===== src/rtl/cmp_pkg.sv =====
// Shared compare-op encodings for the branch evaluator and the D-stage decoder.
package cmp_pkg;

    localparam int CMP_OP_W = 3;

    typedef enum logic [CMP_OP_W-1:0] {
        CMP_EQ  = 3'd0,
        CMP_NE  = 3'd1,
        CMP_LEZ = 3'd2,
        CMP_GTZ = 3'd3,
        CMP_LTZ = 3'd4,
        CMP_GEZ = 3'd5,
        CMP_LT  = 3'd6,
        CMP_LTU = 3'd7
    } cmp_op_t;

endpackage


===== src/rtl/cmp_core.sv =====
// Purely combinational branch-condition evaluator: one of eight compares on two WIDTH-bit operands.
module cmp_core
    import cmp_pkg::*;
#(
    parameter int WIDTH = 32
) (
    input  cmp_op_t          op,
    input  logic [WIDTH-1:0] a,
    input  logic [WIDTH-1:0] b,
    output logic             taken
);

    logic a_neg;
    logic a_zero;

    assign a_neg  = a[WIDTH-1];
    assign a_zero = (a == '0);

    // Zero-compare ops look only at the sign bit and the all-zero test of a.
    always_comb begin
        taken = 1'b0;
        unique case (op)
            CMP_EQ:  taken = (a == b);
            CMP_NE:  taken = (a != b);
            CMP_LEZ: taken = a_neg | a_zero;
            CMP_GTZ: taken = !a_neg && !a_zero;
            CMP_LTZ: taken = a_neg;
            CMP_GEZ: taken = !a_neg;
            CMP_LT:  taken = ($signed(a) < $signed(b));
            CMP_LTU: taken = (a < b);
            default: taken = 1'b0;
        endcase
    end

endmodule


===== src/rtl/cmp_pipe.sv =====
// Registered branch-condition unit with valid/ready handshake, flush and tag passthrough.
// Define CMP_STATS_EN to build saturating evaluated/taken counters; otherwise they read 0.
module cmp_pipe
    import cmp_pkg::*;
#(
    parameter int WIDTH = 32,
    parameter int TAG_W = 5,
    parameter int CNT_W = 16
) (
    input  logic             clk,
    input  logic             reset,
    input  logic             flush,
    input  logic             in_valid,
    output logic             in_ready,
    input  cmp_op_t          in_op,
    input  logic [WIDTH-1:0] in_a,
    input  logic [WIDTH-1:0] in_b,
    input  logic [TAG_W-1:0] in_tag,
    output logic             out_valid,
    input  logic             out_ready,
    output logic             out_taken,
    output logic [TAG_W-1:0] out_tag,
    output logic [CNT_W-1:0] stat_eval,
    output logic [CNT_W-1:0] stat_taken
);

    logic core_taken;
    logic push;
    logic pop;

    cmp_core #(
        .WIDTH(WIDTH)
    ) u_core (
        .op    (in_op),
        .a     (in_a),
        .b     (in_b),
        .taken (core_taken)
    );

    assign in_ready = !out_valid || out_ready;
    assign push     = in_valid && in_ready && !flush;
    assign pop      = out_valid && out_ready;

    // Single output slot: flush beats push, and a push reloads the slot even while it is being popped.
    always_ff @(posedge clk) begin
        if (reset) begin
            out_valid <= 1'b0;
            out_taken <= 1'b0;
            out_tag   <= '0;
        end else if (flush) begin
            out_valid <= 1'b0;
        end else if (push) begin
            out_valid <= 1'b1;
            out_taken <= core_taken;
            out_tag   <= in_tag;
        end else if (pop) begin
            out_valid <= 1'b0;
        end
    end

`ifdef CMP_STATS_EN
    // A pop counts as accepted even when flush is asserted in the same cycle.
    always_ff @(posedge clk) begin
        if (reset) begin
            stat_eval  <= '0;
            stat_taken <= '0;
        end else if (pop) begin
            if (stat_eval != '1) begin
                stat_eval <= stat_eval + CNT_W'(1);
            end
            if (out_taken && (stat_taken != '1)) begin
                stat_taken <= stat_taken + CNT_W'(1);
            end
        end
    end
`else
    assign stat_eval  = '0;
    assign stat_taken = '0;
`endif

endmodule

===== config.mk =====
export PLATFORM = sky130hd
export DESIGN_NAME = cmp_pipe
export DESIGN_NICKNAME = d
export VERILOG_FILES = /design/src/rtl/cmp_pkg.sv /design/src/rtl/cmp_core.sv /design/src/rtl/cmp_pipe.sv
export SDC_FILE = /design/constraint.sdc
export NUM_CORES = 1
export LEC_CHECK = 0
export BUFFER_PORTS_ARGS = -buffer_cell sky130_fd_sc_hd__buf_2
export CAP_MARGIN = 30
export CORE_MARGIN = 4
export CORE_UTILIZATION = 36
export DETAILED_ROUTE_END_ITERATION = 8
export PLACE_DENSITY = 0.86
export SLEW_MARGIN = 20
export SYNTH_ARGS = -nofsm -noshare
export SYNTH_HDL_FRONTEND = slang
export SYNTH_HIERARCHICAL = 1
export SYNTH_SLANG_ARGS = --single-unit

===== constraint.sdc =====
create_clock -name clk -period 2.1 [get_ports clk]
set_input_delay 0.315 -clock clk [delete_from_list [all_inputs] [get_ports clk]]
set_output_delay 0.315 -clock clk [all_outputs]
set_load 0.005 [all_outputs]

### After elaboration in Yosys (flattened, before gate mapping)

Index checks and enable logic that the tools add are counted.

| storage, ports and cells | value |
|---|---|
| register bits after elaboration | 7 |
| output and inout bits | 40 |
| input port bits | 77 |
| logic and storage cells | 33 |

| cells by class | value |
|---|---|
| bitwise gates (word level) | 2 |
| reduce and logical (&&, ||, !) cells | 14 |
| $lt $le $gt $ge | 2 |
| eq/ne operators | 9 |
| multiplexer cells | 3 |

Operators with widths:

| operator | number |
|---|---|
| < comparator 32 bit | 2 |
| equality test 32 bit | 1 |
| logical NOT 32 bit | 1 |
| inequality test 32 bit | 1 |
| equality test 3 bit, second input constant | 4 |
| one-hot mux 1 bit (8 select lines) | 1 |
| equality test 3 x 2 -> 1 bit, second input constant | 2 |
| logical AND 1 bit | 4 |
| logical NOT 1 bit | 4 |
| equality test 3 x 1 -> 1 bit, second input constant | 1 |
| logical NOT 3 bit | 1 |
| two-way mux 1 bit | 2 |
| AND reduction 2 bit | 1 |
| nonzero test 2 bit | 1 |
| OR reduction 2 bit | 1 |
| logical OR 1 bit | 1 |
| inverter 1 bit | 1 |
| OR 1 bit | 1 |

### Depth between registers and ports, before layout

Gate-level depths: netlist (run 1).

| logic depth | value |
|---|---|
| depth in word-level cells | 5 |
| depth in mapped cells | 10 |
| depth with buffers taken out | 10 |

### Cells and area by module

The synthesis (run 1) kept the hierarchy.

Modules (own cells, without submodules):

| module | area an instance (sq um) | instances | cells each |
|---|---|---|---|
| cmp_core | 969.7 | 1 | 139 |
| cmp_pipe | 568.0 | 1 | 64 |

### Worst setup path after synthesis (run 1)

Ideal clock, no wire load.

| path | value |
|---|---|
| kind | input -> register |
| from | in in_b[30] |
| to | reg out_taken |
| arrival time | 2.061 ns |
| required time | 2.028 ns |
| setup slack | -0.033 ns |
| stages | 10 |
| buffers on the path | 0 |
| setup time | 0.072 ns |
| cells stage by stage | inv_1 ha_1 nand4_2 nor4_2 nand2_1 or3_1 a211o_1 nand4_1 nand2b_1 mux2i_1 |

| between the ends | value |
|---|---|
| cells in the longest elaborated chain, start to end | 2 |
| elaborated cells between the ends (all ways) | 5 |

RTL lines:

| element | RTL line | source |
|---|---|---|
| from (decl) | cmp_pipe.sv:17 | `input logic [WIDTH-1:0] in_b,` |
| < comparator 32 bit (tied with other cells) | cmp_core.sv:30 | `CMP_LTU: taken = (a < b);` |
| one-hot mux 1 bit (8 select lines) (*) | cmp_core.sv:22 | `unique case (op)` |
| named net core_taken | cmp_pipe.sv:27 | `logic core_taken;` |
| to (signal assigned) | cmp_pipe.sv:54 | `out_taken <= core_taken;` |
| to (decl) | cmp_pipe.sv:21 | `output logic out_taken,` |

Mark *: on every way through the listed nets, which the timed path passes. The rest lies on a longest branch.
A chain may end at the register's enable or synchronous reset.

### Final worst setup path (run 1)

| path | value |
|---|---|
| from | in in_b[9] |
| to | reg out_taken |

The elaborated chain is that of the path after synthesis.

==> results of run 1 <==
==> timing repair <==
action	CTS	global route
buffers inserted	0	2
gates resized for setup	3	32
endpoints found under the setup margin	1	1
pin swaps	2	16
hold endpoints to repair	0	0
==> per-stage QoR <==
stage / util, % / cell area [sq um]
floorplan: - / 1654
global placement: 50.35 / 2043
detailed placement: 50.35 / 2043
CTS: 51.87 / 2105
global route: 56.83 / 2306
finish: 56.83 / 2306
==> state kept, by name, summed over array words and instances, names as in the netlist <==
name and flops:
out_tag 5, out_taken 1, out_valid 1
==> area by class of cell <==
cell class | instances | share of cell area [%]
Multi-Input combinational cell | 158 | 55.56
Timing Repair Buffer | 106 | 27.73
Sequential cell | 7 | 6.077
Inverter | 36 | 5.969
Tap cell | 50 | 2.713
Clock buffer | 4 | 1.953
==> worst min-delay path by stage <==
stage | from | end | slack, ns | depth (start not counted)
2_1_floorplan | flush | out_valid | 0.39 | 1
4_1_cts | flush | out_valid | 0.31 | 2
6_report | flush | out_valid | 0.31 | 2
3_3_place_gp | out_tag[3] | out_tag[3] | 0.46 | 2
3_5_place_dp | out_tag[2] | out_tag[2] | 0.47 | 2
5_1_grt | flush | out_valid | 0.30 | 2
==> cell families after synthesis <==
logic type                 count (synthesis)  synth area share, %
AOI/OAI and AO/OA                         28                11.47
xor gates and xnor gates                   2                1.139
adders and majority gates                 32                26.04
buffers and inverters                     69                24.65
DFF                                        7                9.113
muxes                                      6                3.906
other                                      1               0.2439
and+or+nand+nor                           58                23.43
==> power breakdown <==
group	switching (mW)	internal, mW
Sequential	0.00321	0.141
Combinational	0.176	0.193
Clock	0.0510	0.131
==> routing by layer <==
layer | up-vias | track usage [%]
met5 | - | 0
met3 | 6 | 1.094
met2 | 73 | 26.81
met1 | 742 | 15.76
met4 | 0 | 4.829
li1 | 848 | -
==> synth_stat cells, drive strengths merged, types with 4 or more instances <==
cell type / number / area (sq um)
buf: 32 / 240.2
a211oi: 4 / 30.03
ha: 32 / 400.4
mux2i: 6 / 60.06
nand2b: 12 / 75.07
nand2: 9 / 33.78
nor2: 8 / 30.03
a21oi: 11 / 55.05
nand3: 4 / 20.02
nand4: 9 / 77.57
inv: 36 / 135.1
dfxtp: 7 / 140.1
nor4: 9 / 62.56
==> results.ini, run 1 <==
[timing]
rsz0062_at_grt = true
fin_skew_ns = 0.00009859
fin_crit_sh_pct = 96.96
drv_slew = 0
fmax_ghz = 0.4911
hold_violations = 0
fin_ws_ns = 0.06387
finalCriticalPeriod_ns = 2.036
finalSetupViolCount = 0
hold_slack_ns = 0.3096
fin_tns_setup_ns = 0

[setup_path]
reg2reg_to = out_tag[1]
cp_max_fo = 2
worstPathRequired_ns = 2.25
cpMostUsedCell = nand4_1
critPathArrivalTime_ns = 2.18
crit_cells = 12
slowest_delay_ns = 0.37
path_buf_inv = 3
path_cells = buf_2, inv_1, ha_4, nand4_1, buf_4, nor4_4, nand3_1, or3_1, a211o_1, nand4_1, nand2b_1, mux2i_1
reg2reg_setup_slack_ns = 0.95
slowest_stage = or3_1
criticalPathCategory = in -> reg
critPathLaunch = in_b[9]
crit_end = out_taken
crit_family = simple AND/OR/NAND/NOR gates
r2r_start = out_valid
startpoint_type = input pin
r2r_cells = 3
end_kind = register

[placement]
gp_congestion = 0.8210
hpwl_um = 3739
io_buffer_count = 84
dpl_worst_slack_ns = -0.2998
dp.cells = 355

[cts]
clk_pin_slew_worst_paths_ns = 0.04
clk_path_buf_depth = 2
cts-hold-fix-buffers = 0
cts_root_buf = clkbuf_8
cts_made_buffers = 3
cts_tree = built
clock_latency_ns = 0.22
cts.sinks = 7
h-tree-depth = 1

[logic_synthesis]
synth_edf_count = 0
synth_cell_types = 34
syn_inst = 203
yosys_warnings = 6
avgSynthCellArea_sq_um = 7.575
seq_area_frac_synth_pct = 9.113
syn-cell-area_sq_mm = 0.001538
yosys_register_bits = 7
synthArstFlopShare_pct = 0
synthFlopType = dfxtp_1

[power]
peakVddDrop_mv = 0.1203
power.leakage_nw = 1.255
p_total_mw = 0.6948
power_density_mw_per_mm2 = 301.3

[grt]
grt_first_pass_wirelength_um = 6189
grt_overflow_total = 0
antenna_found_initial = 0
grt_pass1_vias = 1596
grt_usage_pct = 13.91
grt_max_degree = 14

[route]
met1_length_um = 1630
drtIter0Drc = 35
vias = 1669
dr_wl_met2_um = 2408
dr_wl_met3_um = 339
ant_nets = 0
wire_per_inst_um = 12.26
first_pass_iters = 4
routed.top_layer = met4
wirelength_um = 4426
viasPerCell = 4.623
drc = 0

[run_status]
status = finished clean

[run]
cap_violations = 0

[floorplan]
die-area_sq_mm = 0.005381
start_util_pct = 37.90
rows = 23
io-pin-count = 117
die_w_um = 73.36
core_area_sq_mm = 0.004058
fp.dieH_um = 73.36

[finish]
seqCellArea_sq_um = 140.1
mostFrequentLayoutCell = buf_2
final_cell_mix = buf_2 (76), conb_1 (32), inv_1 (30)
multiInputGateArea_sq_mm = 0.001281
drive_above_1_share_pct = 42.44
final_cell_count_no_fill = 361
nNetsFinal = 421
fillerInstances = 386
area_growth_pct = 49.96
n_antenna_cell = 0

[hold_path]
hold_path_class = in -> reg

Note: power is estimated with default switching activity, not from simulation.
==> inputs of run 2 (changes only) <==
==> constraint.sdc (replaced) <==
create_clock -name clk -period 2.1 [get_ports clk]
set_input_delay 0.21 -clock clk [delete_from_list [all_inputs] [get_ports clk]]
set_output_delay 0.21 -clock clk [all_outputs]
set_load 0.005 [all_outputs]
==> run 2 against run 1 <==
Combinational power shrank 15%; clock power barely moved; critical endpoint unchanged; highest routed layer unchanged; hold slack worse by 0.11 ns; routed wire length shrank 7.5%; critical path type unchanged; die area unchanged; clock-buffer cell count did not move; non-clock buffer count down 6.
==> results.ini, run 2 (synthesis results as in run 1) <==
[run_status]
status = finished clean

[timing]
finalCriticalPeriod_ns = 1.984  ; -0.05170 ns
fin_crit_sh_pct = 94.50  ; -2.5 points
hold_violations = 0  ; unchanged
drv_slew = 0  ; unchanged
fmax_ghz = 0.5039  ; +2.6%
hold_slack_ns = 0.1981  ; -0.1115 ns
finalSetupViolCount = 0  ; unchanged
fin_skew_ns = 0.0007638  ; +0.0006652 ns
fin_ws_ns = 0.1156  ; +0.05170 ns

[setup_path]
crit_cells = 10  ; -2
worstPathRequired_ns = 2.26  ; about the same
startpoint_type = input pin
slowest_stage = or3_1
path_cells = buf_2, ha_1, nand4_4, nor4_4, nand2_1, or3_1, a211o_1, nand4_1, nand2b_1, mux2i_1
cp_max_fo = 2  ; unchanged
crit_end = out_taken
r2r_start = out_valid
end_kind = register
crit_family = simple AND/OR/NAND/NOR gates
slowest_delay_ns = 0.36  ; about the same
path_buf_inv = 1  ; -2
reg2reg_setup_slack_ns = 0.93  ; -0.02 ns
reg2reg_to = out_tag[2]
criticalPathCategory = in -> reg
critPathLaunch = in_a[26]
r2r_cells = 3  ; unchanged
critPathArrivalTime_ns = 2.14  ; -0.04 ns

[finish]
drive_above_1_share_pct = 35.74  ; -6.7 points
final_cell_mix = buf_2 (84), inv_1 (36), conb_1 (32), ha_1 (32), buf_4 (16)
area_growth_pct = 34.91
nNetsFinal = 415  ; -1.4%
n_antenna_cell = 0  ; unchanged
finalInstanceArea_sq_mm = 0.002074  ; -10%
fillerInstances = 414  ; +7.3%
top_register = out_tag
mostFrequentLayoutCell = buf_2
utilization_pct = 51.13  ; -5.7 points
largest_reg_flops = 5  ; unchanged
top_regs = out_tag x5, out_taken x1, out_valid x1

[grt]
grt_overflow_total = 0  ; unchanged
grt_first_pass_wirelength_um = 6237  ; +0.78%
grt_usage_pct = 14.21  ; +0.31 points
antenna_found_initial = 0  ; unchanged
grt_pass1_vias = 1556  ; -2.5%
grt_max_degree = 14  ; unchanged

[route]
wire_per_inst_um = 11.53  ; -6.0%
vias = 1604  ; -3.9%
first_pass_iters = 4  ; unchanged
ant_nets = 0  ; unchanged
drtIter0Drc = 14  ; -60%
viasPerCell = 4.518  ; -2.3%
drc = 0  ; unchanged
wirelength_um = 4093  ; -7.5%

[cts]
cts_root_buf = clkbuf_8
clk_pin_slew_worst_paths_ns = 0.04  ; about the same
h-tree-depth = 1  ; unchanged
cts.sinks = 7  ; unchanged
cts_made_buffers = 3  ; unchanged
cts_tree = built
clk_path_buf_depth = 2  ; unchanged
clock_latency_ns = 0.22  ; about the same

[power]
power.leakage_nw = 1.204  ; -4.1%
power_density_mw_per_mm2 = 310.7  ; +3.1%
p_total_mw = 0.6446  ; -7.2%
peakVddDrop_mv = 0.09824  ; -18%

[run]
cap_violations = 0  ; unchanged

[placement]
dpl_worst_slack_ns = -0.2279  ; +0.07185 ns
hpwl_um = 3777  ; +1.0%
dpl-instance-area_sq_mm = 0.002006  ; -1.8%
gp_congestion = 0.8663  ; +5.5%
io_buffer_count = 84  ; unchanged

[floorplan]
die-area_sq_mm = 0.005381  ; unchanged
fp.dieH_um = 73.36  ; unchanged
core_area_sq_mm = 0.004058  ; unchanged
io-pin-count = 117  ; unchanged
rows = 23  ; unchanged
start_util_pct = 37.90  ; unchanged
die_w_um = 73.36  ; unchanged

[hold_path]
hold_path_class = in -> reg

run 2: cell types whose count changed in the layout (fill, tap and decap cells not counted), moves of 5 or more:
cell | before | now
buf_2 | 76 | 84
buf_4 | 22 | 16
buf_6 | 7 | 0
ha_1 | 23 | 32
ha_4 | 9 | 0
inv_1 | 30 | 36
inv_2 | 5 | 0
run 2: final cells by class:
type                    instances  area, sq um  share of cell area (%)
clock buffers                   4        45.04                   2.171
inverters                      36        135.1                   6.514
well taps                      50        62.56                   3.016
repair buffers                100        540.5                   26.06
multi-input cells             158         1151                   55.49
flip-flops and latches          7        140.1                   6.755
run 2: metal layers:
metal / GRT usage (%) / wire (um) / part of all wire [%]
met4: 2.414 / 26 / 0.64
met2: 27.31 / 2060 / 50
met5: 0 / 0 / 0
met3: 2.189 / 359 / 8.8
met1: 16.56 / 1646 / 40
run 2: how the worst min path moves through the flow:
stage	depth (start not counted)	to	slack (ns)	from
floorplan	1	out_valid	0.29	flush
global placement	2	out_valid	0.43	flush
detailed placement	2	out_valid	0.43	flush
CTS	2	out_valid	0.19	flush
global route	2	out_valid	0.20	flush
finish	2	out_valid	0.20	flush
run 2: report_power, final:
| part | internal (mW) | leakage [nW] | total, mW | switching, mW |
|---|---|---|---|---|
| sequential | 0.141 | 0.0573 | 0.144 | 0.00363 |
| combinational | 0.159 | 1.12 | 0.315 | 0.156 |
| clock | 0.131 | 0.0228 | 0.185 | 0.0540 |
run 2: timing repair:
item                       4_1_cts  5_1_grt
hold buffers                     0        0
resized for setup                0        3
buffers inserted                 0        1
setup endpoints to repair        0        1
run 2: per-stage QoR:
stage,setup TNS [ns],cells
after CTS,0,354
after detailed placement,-0.2279,350
final,0,355
after global placement,-0.1128,350
after floorplan,0,234
after global routing,-0.03409,355
